===== config.mk =====
export PLATFORM = sky130hd
export DESIGN_NAME = bin2ascii_conv
export DESIGN_NICKNAME = d
export VERILOG_FILES = /design/src/rtl/bin2ascii_conv.sv
export SDC_FILE = /design/constraint.sdc
export NUM_CORES = 1
export LEC_CHECK = 0
export CAP_MARGIN = 0
export CORE_ASPECT_RATIO = 0.5
export CORE_MARGIN = 2
export CORE_UTILIZATION = 45
export DETAILED_ROUTE_END_ITERATION = 10
export PLACE_DENSITY = 0.73
export RECOVER_POWER = 100
export SETUP_SLACK_MARGIN = 0.2
export SYNTH_ARGS = -nofsm -noshare
export SYNTH_HDL_FRONTEND = slang
export SYNTH_SLANG_ARGS = --single-unit

===== constraint.sdc =====
create_clock -name clk_i -period 6.8 [get_ports clk_i]
set_input_delay 1.36 -clock clk_i [delete_from_list [all_inputs] [get_ports clk_i]]
set_output_delay 1.36 -clock clk_i [all_outputs]
set_load 0.05 [all_outputs]

===== src/rtl/bin2ascii_conv.sv =====
// Handshaked binary-to-ASCII decimal converter: iterative double-dabble, one bit per enabled cycle,
// right-justified output with leading-zero suppression and optional '-' sign.
module bin2ascii_conv #(
    parameter int BITS_IN   = 32,
    parameter int DIGITS    = 10,
    parameter int CNT_W     = 6,
    parameter int SIGNED_EN = 0
) (
    input  logic                    clk_i,
    input  logic                    rst_i,
    input  logic                    ce_i,
    input  logic                    in_valid_i,
    output logic                    in_ready_o,
    input  logic [BITS_IN-1:0]      dat_i,
    output logic                    out_valid_o,
    input  logic                    out_ready_i,
    output logic [8*(DIGITS+1)-1:0] ascii_o,
    output logic [CNT_W-1:0]        len_o,
    output logic                    neg_o
);

    localparam int BCD_W = 4 * DIGITS;
    localparam int OUT_W = 8 * (DIGITS + 1);

    localparam logic [1:0] S_IDLE = 2'd0;
    localparam logic [1:0] S_CONV = 2'd1;
    localparam logic [1:0] S_DONE = 2'd2;

    // True when 10^DIGITS >= 2^BITS_IN; wide enough for any legal BITS_IN.
    function automatic bit digits_ok();
        logic [255:0] p;
        p = 256'd1;
        for (int i = 0; i < DIGITS && i < 70; i++) p = p * 256'd10;
        return (DIGITS >= 70) || (p >= (256'd1 << BITS_IN));
    endfunction

    generate
        if (BITS_IN < 4 || BITS_IN > 64) begin : g_bad_bits
            $error("bin2ascii_conv: BITS_IN out of range 4..64");
        end
        if (!digits_ok()) begin : g_bad_digits
            $error("bin2ascii_conv: DIGITS too small for BITS_IN");
        end
        if ((1 << CNT_W) <= BITS_IN) begin : g_bad_cnt
            $error("bin2ascii_conv: CNT_W too small for BITS_IN");
        end
    endgenerate

    function automatic logic [BCD_W-1:0] bcd_asl(input logic [BCD_W-1:0] bcd, input logic bit_in);
        logic [BCD_W-1:0] adj;
        adj = bcd;
        for (int k = 0; k < DIGITS; k++) begin
            if (adj[4*k +: 4] > 4'd4) adj[4*k +: 4] = adj[4*k +: 4] + 4'd3;
        end
        return {adj[BCD_W-2:0], bit_in};
    endfunction

    logic [1:0]         r_state;
    logic [BITS_IN-1:0] r_shift;
    logic [BCD_W-1:0]   r_bcd;
    logic [CNT_W-1:0]   r_cnt;
    logic               r_neg;
    logic [OUT_W-1:0]   r_ascii;
    logic [CNT_W-1:0]   r_len;
    logic               r_neg_out;

    logic [BCD_W-1:0]   w_bcd_nxt;
    logic               w_last;
    logic               w_in_neg;
    logic [OUT_W-1:0]   w_ascii;
    logic [CNT_W-1:0]   w_len;
    logic               w_bad;

    assign w_bcd_nxt = bcd_asl(r_bcd, r_shift[BITS_IN-1]);
    assign w_last    = (r_cnt == CNT_W'(BITS_IN - 1));
    assign w_in_neg  = (SIGNED_EN != 0) && dat_i[BITS_IN-1];

    // Format the final BCD value so it can be registered on the last shift edge.
    always_comb begin
        int nz;
        nz      = 0;
        w_ascii = '0;
        w_bad   = 1'b0;
        for (int k = 0; k < DIGITS; k++) begin
            if (w_bcd_nxt[4*k +: 4] != 4'd0) nz = k;
        end
        for (int k = 0; k < DIGITS; k++) begin
            if (w_bcd_nxt[4*k +: 4] > 4'd9) w_bad = 1'b1;
            if (k <= nz) begin
                w_ascii[8*k +: 8] = (w_bcd_nxt[4*k +: 4] > 4'd9) ? 8'h3F : {4'h3, w_bcd_nxt[4*k +: 4]};
            end
        end
        if (r_neg) w_ascii[8*(nz+1) +: 8] = 8'h2D;
        w_len = CNT_W'(nz + 1 + (r_neg ? 1 : 0));
    end

    always_ff @(posedge clk_i or posedge rst_i) begin
        if (rst_i) begin
            r_state   <= S_IDLE;
            r_shift   <= '0;
            r_bcd     <= '0;
            r_cnt     <= '0;
            r_neg     <= 1'b0;
            r_ascii   <= '0;
            r_len     <= '0;
            r_neg_out <= 1'b0;
        end else begin
            case (r_state)
                S_IDLE: begin
                    if (in_valid_i) begin
                        // Negation in BITS_IN bits keeps the most-negative value correct as unsigned.
                        r_shift <= w_in_neg ? (~dat_i + 1'b1) : dat_i;
                        r_neg   <= w_in_neg;
                        r_bcd   <= '0;
                        r_cnt   <= '0;
                        r_state <= S_CONV;
                    end
                end
                S_CONV: begin
                    if (ce_i) begin
                        r_bcd   <= w_bcd_nxt;
                        r_shift <= r_shift << 1;
                        r_cnt   <= r_cnt + 1'b1;
                        if (w_last) begin
                            r_ascii   <= w_ascii;
                            r_len     <= w_len;
                            r_neg_out <= r_neg;
                            r_state   <= S_DONE;
                        end
                    end
                end
                S_DONE: begin
                    if (out_ready_i) r_state <= S_IDLE;
                end
                default: r_state <= S_IDLE;
            endcase
        end
    end

    always_ff @(posedge clk_i) begin
        if (!rst_i && r_state == S_CONV && ce_i && w_last) begin
            assert (!w_bad) else $error("bin2ascii_conv: BCD digit above 9");
        end
    end

    assign in_ready_o  = (r_state == S_IDLE);
    assign out_valid_o = (r_state == S_DONE);
    assign ascii_o     = r_ascii;
    assign len_o       = r_len;
    assign neg_o       = r_neg_out;

endmodule


After elaboration in Yosys (flattened, before gate mapping)
Cells that the tools add are included.
- $add $sub $neg: 12
- magnitude comparators: 30
- equal/unequal tests: 7
- muxes and demuxes: 53
- reductions and logical operators: 14
- operators with widths (kind ; count):
    32-bit 2-to-1 mux ; 10
    4-bit by 32-bit <= comparator with 1-bit output, first input constant ; 4
    40-bit 2-to-1 mux ; 2
    40-bit case mux with 2 select lines ; 1
    4-bit 2-to-1 mux ; 19
    6-bit 2-to-1 mux ; 12
    3-bit by 32-bit <= comparator with 1-bit output, first input constant ; 2
    5-bit by 32-bit <= comparator with 1-bit output, first input constant ; 2
    32-bit case mux with 2 select lines ; 1
    4-bit by 3-bit greater-than comparator with 1-bit output, second input constant ; 10
    4-bit greater-than comparator, second input constant ; 10
    4-bit by 2-bit adder with 4-bit output, second input constant ; 9
    4-bit nonzero test ; 9
    1-bit by 32-bit <= comparator with 1-bit output, first input constant ; 1
    2-bit by 32-bit <= comparator with 1-bit output, first input constant ; 1
    6-bit case mux with 2 select lines ; 1
    2-bit 2-to-1 mux ; 4
    6-bit by 1-bit adder with 6-bit output, second input constant ; 1
    6-bit by 2-bit adder with 6-bit output, second input constant ; 1
    6-bit by 5-bit equality test with 1-bit output, second input constant ; 1
    2-bit inequality test, second input constant ; 3
    2-bit case mux with 3 select lines ; 1
    3-bit AND reduction ; 2
    4-bit AND reduction ; 1
    8 further kinds ; 8
- flip-flop bits (word level): 166
- input port bits: 37
- output and inout port bits: 97
- logic and storage cells: 122

Depth between registers and ports, before layout
Gate-level depths: netlist of run 1.
- word-level depth: 14
- mapped depth: 14
- mapped depth without buffers: 14

Worst setup path after synthesis of run 1
No wires, ideal clock.
- path kind: register to register
- from: register r_bcd[16]
- to: register r_ascii[48], in the netlist ascii_o[48]
- setup time: 0.121 ns
- data arrival time: 2.992 ns
- required time: 6.679 ns
- setup slack: 3.687 ns
- stages on the path, launching flop included: 15
- path buffers: 0
- clock period less this slack: 3.113 ns
- cells stage by stage: dfrtp_1 inv_1 ha_1 nor2b_1 o21ai_0 o2bb2a_1 or3_1 a221oi_1 o31a_1 inv_1 ha_1 nor2_1 nand2_1 and3_4 a22o_1
- cells in the longest elaborated chain, start to end: 11
- elaborated cells between the ends (all ways): 13
- classes of those cells: add/sub (1); order compare (2); mux (8); reduce/logical (2)
- ends and longest elaborated chain (element ; line ; RTL):
    start, declared ; 60 ; logic [BCD_W-1:0] r_bcd;
    start signal, assigned ; 121 ; r_bcd <= w_bcd_nxt;
    4-bit by 2-bit adder with 4-bit output or 4-bit by 3-bit greater-than comparator with 1-bit output (tied branches) ; 53 ; if (adj[4*k +: 4] > 4'd4) adj[4*k +: 4] = adj[4*k +: 4] + 4'd3;
    4-bit 2-to-1 mux (*) ; 53 ;
    4-bit nonzero test ; 85 ; if (w_bcd_nxt[4*k +: 4] != 4'd0) nz = k;
    32-bit 2-to-1 mux ; 85 ;
    32-bit 2-to-1 mux (*) (5 in a row) ; 85 ;
    4-bit by 32-bit <= comparator with 1-bit output (*) ; 89 ; if (k <= nz) begin
    6-bit 2-to-1 mux (*) ; 89 ;
    end signal, assigned ; 125 ; r_ascii <= w_ascii;
    end, declared ; 63 ; logic [OUT_W-1:0] r_ascii;
Mark *: on every way between the ends. The rest lies on a longest branch, timed or not.
A chain may end at the register's enable or synchronous reset.

Final worst setup path of run 1
- from: input ce_i
- to: register r_shift[18]
- cells in the longest elaborated chain, start to end: 2
- ends and longest elaborated chain (element ; line ; RTL):
    start, declared ; 11 ; input logic ce_i,
    2-bit inequality test (no source line) ; - ;
    3-bit AND reduction (no source line) ; - ;
    end signal, assigned ; 112 ; r_shift <= w_in_neg ? (~dat_i + 1'b1) : dat_i;
    end signal, assigned ; 122 ; r_shift <= r_shift << 1;
    end, declared ; 59 ; logic [BITS_IN-1:0] r_shift;
No other way between the ends.

==> metrics.yaml, run 1 <==
status:
  status: "finished with violations"
  violations: "max-capacitance violations, max-slew violations"
clock_tree:
  clk_latency_ns: 0.42
  cts_tree: "done"
  hold_buffers: 0
  clk_path_buf_depth: 2
  postCtsSetupRepairBufs: 0
  cts_sinks: 135
  cts_inserted_buffers: 17
  ctsRootBufferMaster: "clkbuf_16"
  clk_pin_slew_ns: 0.06
  ctsResizeCount: 0
  h-tree-depth: 4
cells_and_area:
  area.sequential_um2: 3378
  nFillCells: 1355
  fin_area_um2: 8725
  area_delta_synth_final_pct: 22.57
  nets: 931
  drive_above_1_share_pct: 5.743
  multi_input_area_um2: 3261
floorplanning:
  placementRows: 32
  coreArea_um2: 15450
  fp.dieH_um: 92.93
  die-area_um2: 16900
  die_w_um: 181.9
  pin_count: 134
  start_util_pct: 46.06
critical_path:
  cp-end-kind: "flip-flop"
  arrival_ns: 5.13
  cp_data_required_time_ns: 7.03
  cp_max_fo: 54
  startpoint_type: "primary input"
  critPathSlowestCell: "clkbuf_1"
  slowest_delay_ns: 1.15
  worstSetupPathType: "primary input to flip-flop"
  cpMostUsedCell: "clkbuf_1"
  crit_chain: "dlygate4sd3_1 > nand2_1 > clkbuf_1 > nand2b_2 > clkbuf_1 > nor2_1 > a31oi_1"
global_routing:
  antenna_found_initial: 1
  gr-total-overflow: 0
  grt_pass1_vias: 5591
  grt_use_total_pct: 20.20
  grt_pass1_wl_um: 27290
  grt_max_degree: 78
synth:
  synth-async-reset-ratio_pct: 100.0
  synth_area_leader_cell: "dfrtp_1"
  synth_top_flop_cell: "dfrtp_1"
  yosysSeqAreaShare_pct: 47.46
  ys_top_cells_by_area: "dfrtp_1 47%, nand2_1 7.0%, nor2_1 5.0%"
  yosys_warnings: 0
  synth_top_area_share_pct: 47.46
  yosysUniqueCellTypes: 63
  synth-edff-count: 0
  syn_area_um2: 7118
  synth_seq_cells: 135
  netlist_instances: 797
  avgSynthCellArea_um2: 8.931
timing:
  finalSetupViolCount: 0
  report.final.hold_viol_count: 0
  fin_skew_ns: 0.01157
  rsz0062_at_grt: "no"
  worst_pin_slew_ns: 3.363
  tns_ns: 0
  period_minus_slack_ns: 4.902
  setup_ws_ns: 1.898
  max_freq_mhz: 204.0
  slew_headroom_pct: -125.5
  post-route-period-util_pct: 72.09
  report.final.slew_viol_count: 195
detailed_routing:
  viasPerCell: 5.371
  drt_iter0_markers: 390
  drc_errors: 0
  antenna_left: 0
  wirelength_um: 16430
  vias: 5870
  wl_per_cell_um: 15.03
  drt_first_pass_iters: 8
placement:
  post-dp-hpwl_um: 10920
  dp_slack_ns: 2.869
  port_buffers: 103
  place_area_um2: 8120
  gp_congestion: 0.8182
power_and_ir_drop:
  p_leak_nw: 4.171
  ir_drop_mv: 0.1670
  powerDensity_nw_per_um2: 416.0
job:
  maxCapViolCount: 4
min_path:
  hold_path_class: "flip-flop to flip-flop"
==> final timing paths <==
path	start	endpoint	slack, ns	cells after the start
min in group asynchronous	rst_i	r_state[1]	2.38	2
setup / recovery	ce_i	r_shift[18]	1.90	7
hold reg to reg	ascii_o[57]	ascii_o[57]	0.47	1
hold / removal	ascii_o[57]	ascii_o[57]	0.47	1
max in group asynchronous	rst_i	r_bcd[17]	2.52	3
setup reg to reg	r_state[1]	ascii_o[27]	2.49	7
==> cells in the final DEF (no fill, tap or decap), types with 7 or more instances in the layout <==
cell type,netlist,routed
dfrtp_1,135,135
nand2_1,132,132
nor2_1,95,95
dlygate4sd3_1,0,69
o21ai_0,53,54
a31oi_1,38,38
clkdlybuf4s50_1,0,34
inv_1,32,31
a21oi_1,31,31
conb_1,1,30
ha_1,19,19
clkbuf_16,0,17
o22ai_1,15,15
a22o_1,14,14
mux2i_1,13,13
nor3_1,12,13
xnor2_1,11,11
nor2b_1,11,10
nand3_1,8,8
nand2b_1,8,7
mux2_2,7,7
a211oi_1,7,7
clkbuf_1,32,7
==> per-layer routing <==
| metal | global-route usage [%] | vias to the layer above | part of all wire, % |
|---|---|---|---|
| li1 | - | 2837 | - |
| met1 | 26.63 | 2819 | 46 |
| met2 | 33.14 | 196 | 47 |
| met3 | 4.326 | 18 | 6.0 |
| met4 | 7.392 | 0 | 1.4 |
| met5 | 0 | - | 0 |
==> report_power, final <==
group | internal, mW | switching, mW | total, mW
registers | 0.993 | 0.198 | 1.19
clock network | 0.645 | 0.354 | 0.999
logic | 0.563 | 0.876 | 1.44
total | 2.20 | 1.43 | 3.63
==> logic make-up after synthesis <==
group | synth area share, %
compound gates | 16.98
xor+xnor | 1.846
fa+ha+maj | 3.340
buf+inv | 8.191
flops | 47.46
mux | 2.935
other cells | 0.05268
simple gates | 19.20
==> flip-flops by register name, indices dropped and copies added, names as in the netlist <==
name,count
r_shift,32
r_bcd,40
r_state,2
len_o,5
r_cnt,6
ascii_o,50
==> worst max-delay path, delay by kind of cell <==
family          cells  cell delay (ns)
simple gates        3             1.31
buf+inv             3             2.38
compound gates      1             0.07
==> cell usage after synthesis (11+ instances only) <==
master	instances
dfrtp_1	135
nand2_1	132
nor2_1	95
o21ai_0	53
buf_4	41
a31oi_1	38
clkbuf_1	32
inv_1	32
a21oi_1	31
ha_1	19
o22ai_1	15
a22o_1	14
mux2i_1	13
nor3_1	12
nor2b_1	11
xnor2_1	11
==> layout make-up <==
cell class	instances	share of cell area, %
antenna	1	0.02868
clock buffer	22	5.435
clock inverter	10	1.922
inverter	32	1.391
multi-input combinational	579	37.37
sequential	135	38.72
tap	204	2.926
timing repair buffer	110	12.20
==> through the flow <==
step                total power, mW  std cells  util, %  hold WS [ns]
floorplan                     2.298        826        -        0.4458
global placement              2.553       1060    52.54        0.4673
detailed placement            2.609       1060    52.54        0.4636
CTS                           3.631       1092    56.70        0.4833
global route                  3.878       1092    56.44        0.4957
finish                        3.629       1093    56.45        0.4729
Power figures use the tool's default switching activity.
==> run 2: changes to the inputs <==
Settings changed: PLACE_DENSITY 0.73 to 0.75.
Clock period 6.8 ns to 4.5 ns, I/O delays scaled along.
==> run 2 against run 1 <==
  * Critical endpoint is now ascii_o[51]
  * Routed wire length barely moved
  * Cell count rose by 0.27%
  * Flip-flop and latch count did not move
  * The run still ends with max-capacitance violations, max-slew violations left
  * Largest power group unchanged
  * Total power rose by 47%
  * Sequential share of layout area rose by 0.17 points
==> metrics.yaml, run 2 (synthesis results as in run 1) <==
power_and_ir_drop:
  pwr-share-clk_pct: 26.1  # was 27.5%
  pwr-share-comb_pct: 40.2  # was 39.7%
  p_leak_nw: 4.163  # was 4.171 nW
  power_mw: 5.331  # was 3.629 mW
  p_sw_mw: 2.145  # was 1.428 mW
  seq_power_share_pct: 33.7  # was 32.8%
  ir_drop_mv: 0.3305  # was 0.1670 mV
  p_sw_share_pct: 40.24  # was 39.34%
  power.internal_mw: 3.186  # was 2.201 mW
  powerDensity_nw_per_um2: 613.7  # was 416.0 nW/µm²
timing:
  period_minus_slack_ns: 3.524
  tns_ns: 0  # unchanged
  report.final.hold_viol_count: 0  # unchanged
  slew_headroom_pct: -18.46  # was -125.5%
  report.final.slew_viol_count: 70  # was 195
  max_freq_mhz: 283.7
  finalSetupViolCount: 0  # unchanged
  fin_skew_ns: 0.01352  # was 0.01157 ns
  post-route-period-util_pct: 78.32
  rsz0062_at_grt: "no"  # unchanged
  worst_pin_slew_ns: 1.767  # was 3.363 ns
critical_path:
  worstSetupPathType: "flip-flop to flip-flop"  # was primary input to flip-flop
  reg2reg_slack_ns: 0.98  # was 2.49 ns
  endpoint: "ascii_o[51]"  # was r_shift[18]
  worstSetupStartpoint: "r_bcd[16]"  # was ce_i
  rr_endpoint: "ascii_o[51]"  # was ascii_o[27]
  cp_data_required_time_ns: 4.80  # was 7.03 ns
  cp-end-kind: "flip-flop"  # unchanged
  path_buf_inv: 2  # was 3
  regToRegStartpoint: "r_bcd[16]"  # was r_state[1]
  crit_chain: "inv_1 > ha_1 > nor2b_1 > nor2_1 > o2bb2a_1 > or3_1 > a221oi_1 > o31a_1 > inv_1 > ha_1 > nor2_1 > nand2_1 > and3_1 > a22o_1"  # was dlygate4sd3_1 > nand2_1 > clkbuf_1 > nand2b_2 > clkbuf_1 > nor2_1 > a31oi_1
  slowest_delay_ns: 0.43  # was 1.15 ns
  startpoint_type: "flip-flop"  # was primary input
  crit_family: "simple AND/OR/NAND/NOR gates"  # was buffers and inverters
  rr_worst_depth: 14  # was 7
  critPathSlowestCell: "dfrtp_1"  # was clkbuf_1
  cp.depth: 14  # was 7
  arrival_ns: 3.83  # was 5.13 ns
  cp_max_fo: 5  # was 54
detailed_routing:
  wl_per_cell_um: 14.98  # was 15.03 µm
  drc_errors: 0  # unchanged
  drt_first_pass_iters: 5  # was 8
  antenna_left: 0  # unchanged
  drt_iter0_markers: 327  # was 390
  wirelength_um: 16420  # was 16430 µm
  viasPerCell: 5.380  # was 5.371
  vias: 5896  # was 5870
clock_tree:
  hold_buffers: 0  # unchanged
  h-tree-depth: 4  # unchanged
  cts_tree: "done"  # unchanged
  clk_pin_slew_ns: 0.06  # about the same
  ctsRootBufferMaster: "clkbuf_16"  # unchanged
  clk_path_buf_depth: 2  # unchanged
  postCtsSetupRepairBufs: 0  # unchanged
  cts_sinks: 135  # unchanged
  ctsResizeCount: 0  # unchanged
  cts_inserted_buffers: 17  # unchanged
  clk_latency_ns: 0.42  # about the same
floorplanning:
  die_w_um: 181.9  # unchanged
  coreArea_um2: 15450  # unchanged
  pin_count: 134  # unchanged
  fp.dieH_um: 92.93  # unchanged
  die-area_um2: 16900  # unchanged
  placementRows: 32  # unchanged
  start_util_pct: 46.06  # unchanged
min_path:
  hold_path_class: "flip-flop to flip-flop"  # unchanged
cells_and_area:
  drive_above_1_share_pct: 5.836  # was 5.743%
  layout_commonest_cell: "dfrtp_1"  # unchanged
  final_util_pct: 56.21  # was 56.45%
  nets: 934  # was 931
  final_cells: 1096  # was 1093
  area_delta_synth_final_pct: 22.04  # was 22.57%
  largest_reg_flops: 50  # unchanged
  layout_common_cells: "135 x dfrtp_1, 132 x nand2_1, 95 x nor2_1"  # unchanged
  fin_area_um2: 8687  # was 8725 µm²
status:
  status: "finished with violations"  # unchanged
  violations: "max-capacitance violations, max-slew violations"  # unchanged
placement:
  post-dp-hpwl_um: 11150  # was 10920 µm
  port_buffers: 103  # unchanged
  gp_congestion: 0.9265  # was 0.8182
  place_area_um2: 8154  # was 8120 µm²
  place_inst: 1063  # was 1060
global_routing:
  grt_pass1_vias: 5669  # was 5591
  grt.met3_usage_pct: 4.168  # was 4.326%
  busiest_layer: "met2"  # unchanged
  grt_max_degree: 69  # was 78
  grt_pass1_wl_um: 27300  # was 27290 µm
  use_met2_pct: 33.81  # was 33.14%
  antenna_found_initial: 1  # unchanged
  gr-total-overflow: 0  # unchanged
  grt_use_total_pct: 20.18  # was 20.20%
  use_met1_pct: 26.02  # was 26.63%
job:
  maxCapViolCount: 2  # was 4
-- run 2: cell types whose count changed in the layout (fill, tap and decap cells not counted), sizes merged --
cell      before  now
clkinv         1    3
bufinv         4    2
clkbuf        27   25
inv           32   36
clkinvlp       5    4
buf            2    4
-- run 2: worst reg2reg max path, cell delays in order (launching register included) --
cell and delay (ns):
dfrtp_1 0.43, inv_1 0.16, ha_1 0.22, nor2b_1 0.07, nor2_1 0.26, o2bb2a_1 0.30, or3_1 0.43, a221oi_1 0.41
o31a_1 0.24, inv_1 0.06, ha_1 0.23, nor2_1 0.12, nand2_1 0.06, and3_1 0.24, a22o_1 0.20
-- run 2: power by group through the flow --
stage	logic, mW	clock network (mW)	registers, mW
3_5_place_dp	2.13	0	1.80
4_1_cts	2.16	1.41	1.79
6_report	2.14	1.39	1.80
5_1_grt	2.41	1.47	1.85
3_3_place_gp	2.06	0	1.78
2_1_floorplan	1.75	0	1.73
-- run 2: layout make-up --
type | count | area [µm²]
Fill cell | 1351 | 6768
Antenna cell | 1 | 2.502
Tap cell | 204 | 255.2
Timing Repair Buffer | 113 | 1097
Clock buffer | 19 | 442.9
Inverter | 32 | 121.4
Multi-Input combinational cell | 579 | 3244
Sequential cell | 135 | 3378
Clock inverter | 13 | 145.1
-- run 2: routing by layer --
layer | wire (µm) | vias to the layer above | share of wire, %
li1 | - | 2847 | -
met1 | 7361 | 2851 | 45
met2 | 7874 | 169 | 48
met3 | 858 | 29 | 5.2
met4 | 329 | 0 | 2.0
met5 | 0 | - | 0
-- run 2: worst min-delay path by stage --
stage | from | to | slack, ns | cells past startpoint
3_5_place_dp | ascii_o[57] | ascii_o[57] | 0.47 | 1
5_1_grt | len_o[4] | len_o[4] | 0.50 | 1
3_3_place_gp | len_o[3] | len_o[3] | 0.46 | 2
6_report | ascii_o[74] | ascii_o[74] | 0.47 | 2
4_1_cts | ascii_o[57] | ascii_o[57] | 0.48 | 1
2_1_floorplan | r_shift[30] | r_shift[30] | 0.45 | 2
-- run 2: metrics by stage --
stage | setup WS [ns] | hold slack [ns]
detailed placement | 1.029 | 0.4655
finish | 0.9755 | 0.4704
floorplan | 1.387 | 0.4458
global route | 0.4210 | 0.4961
global placement | 1.221 | 0.4610
CTS | 1.027 | 0.4794
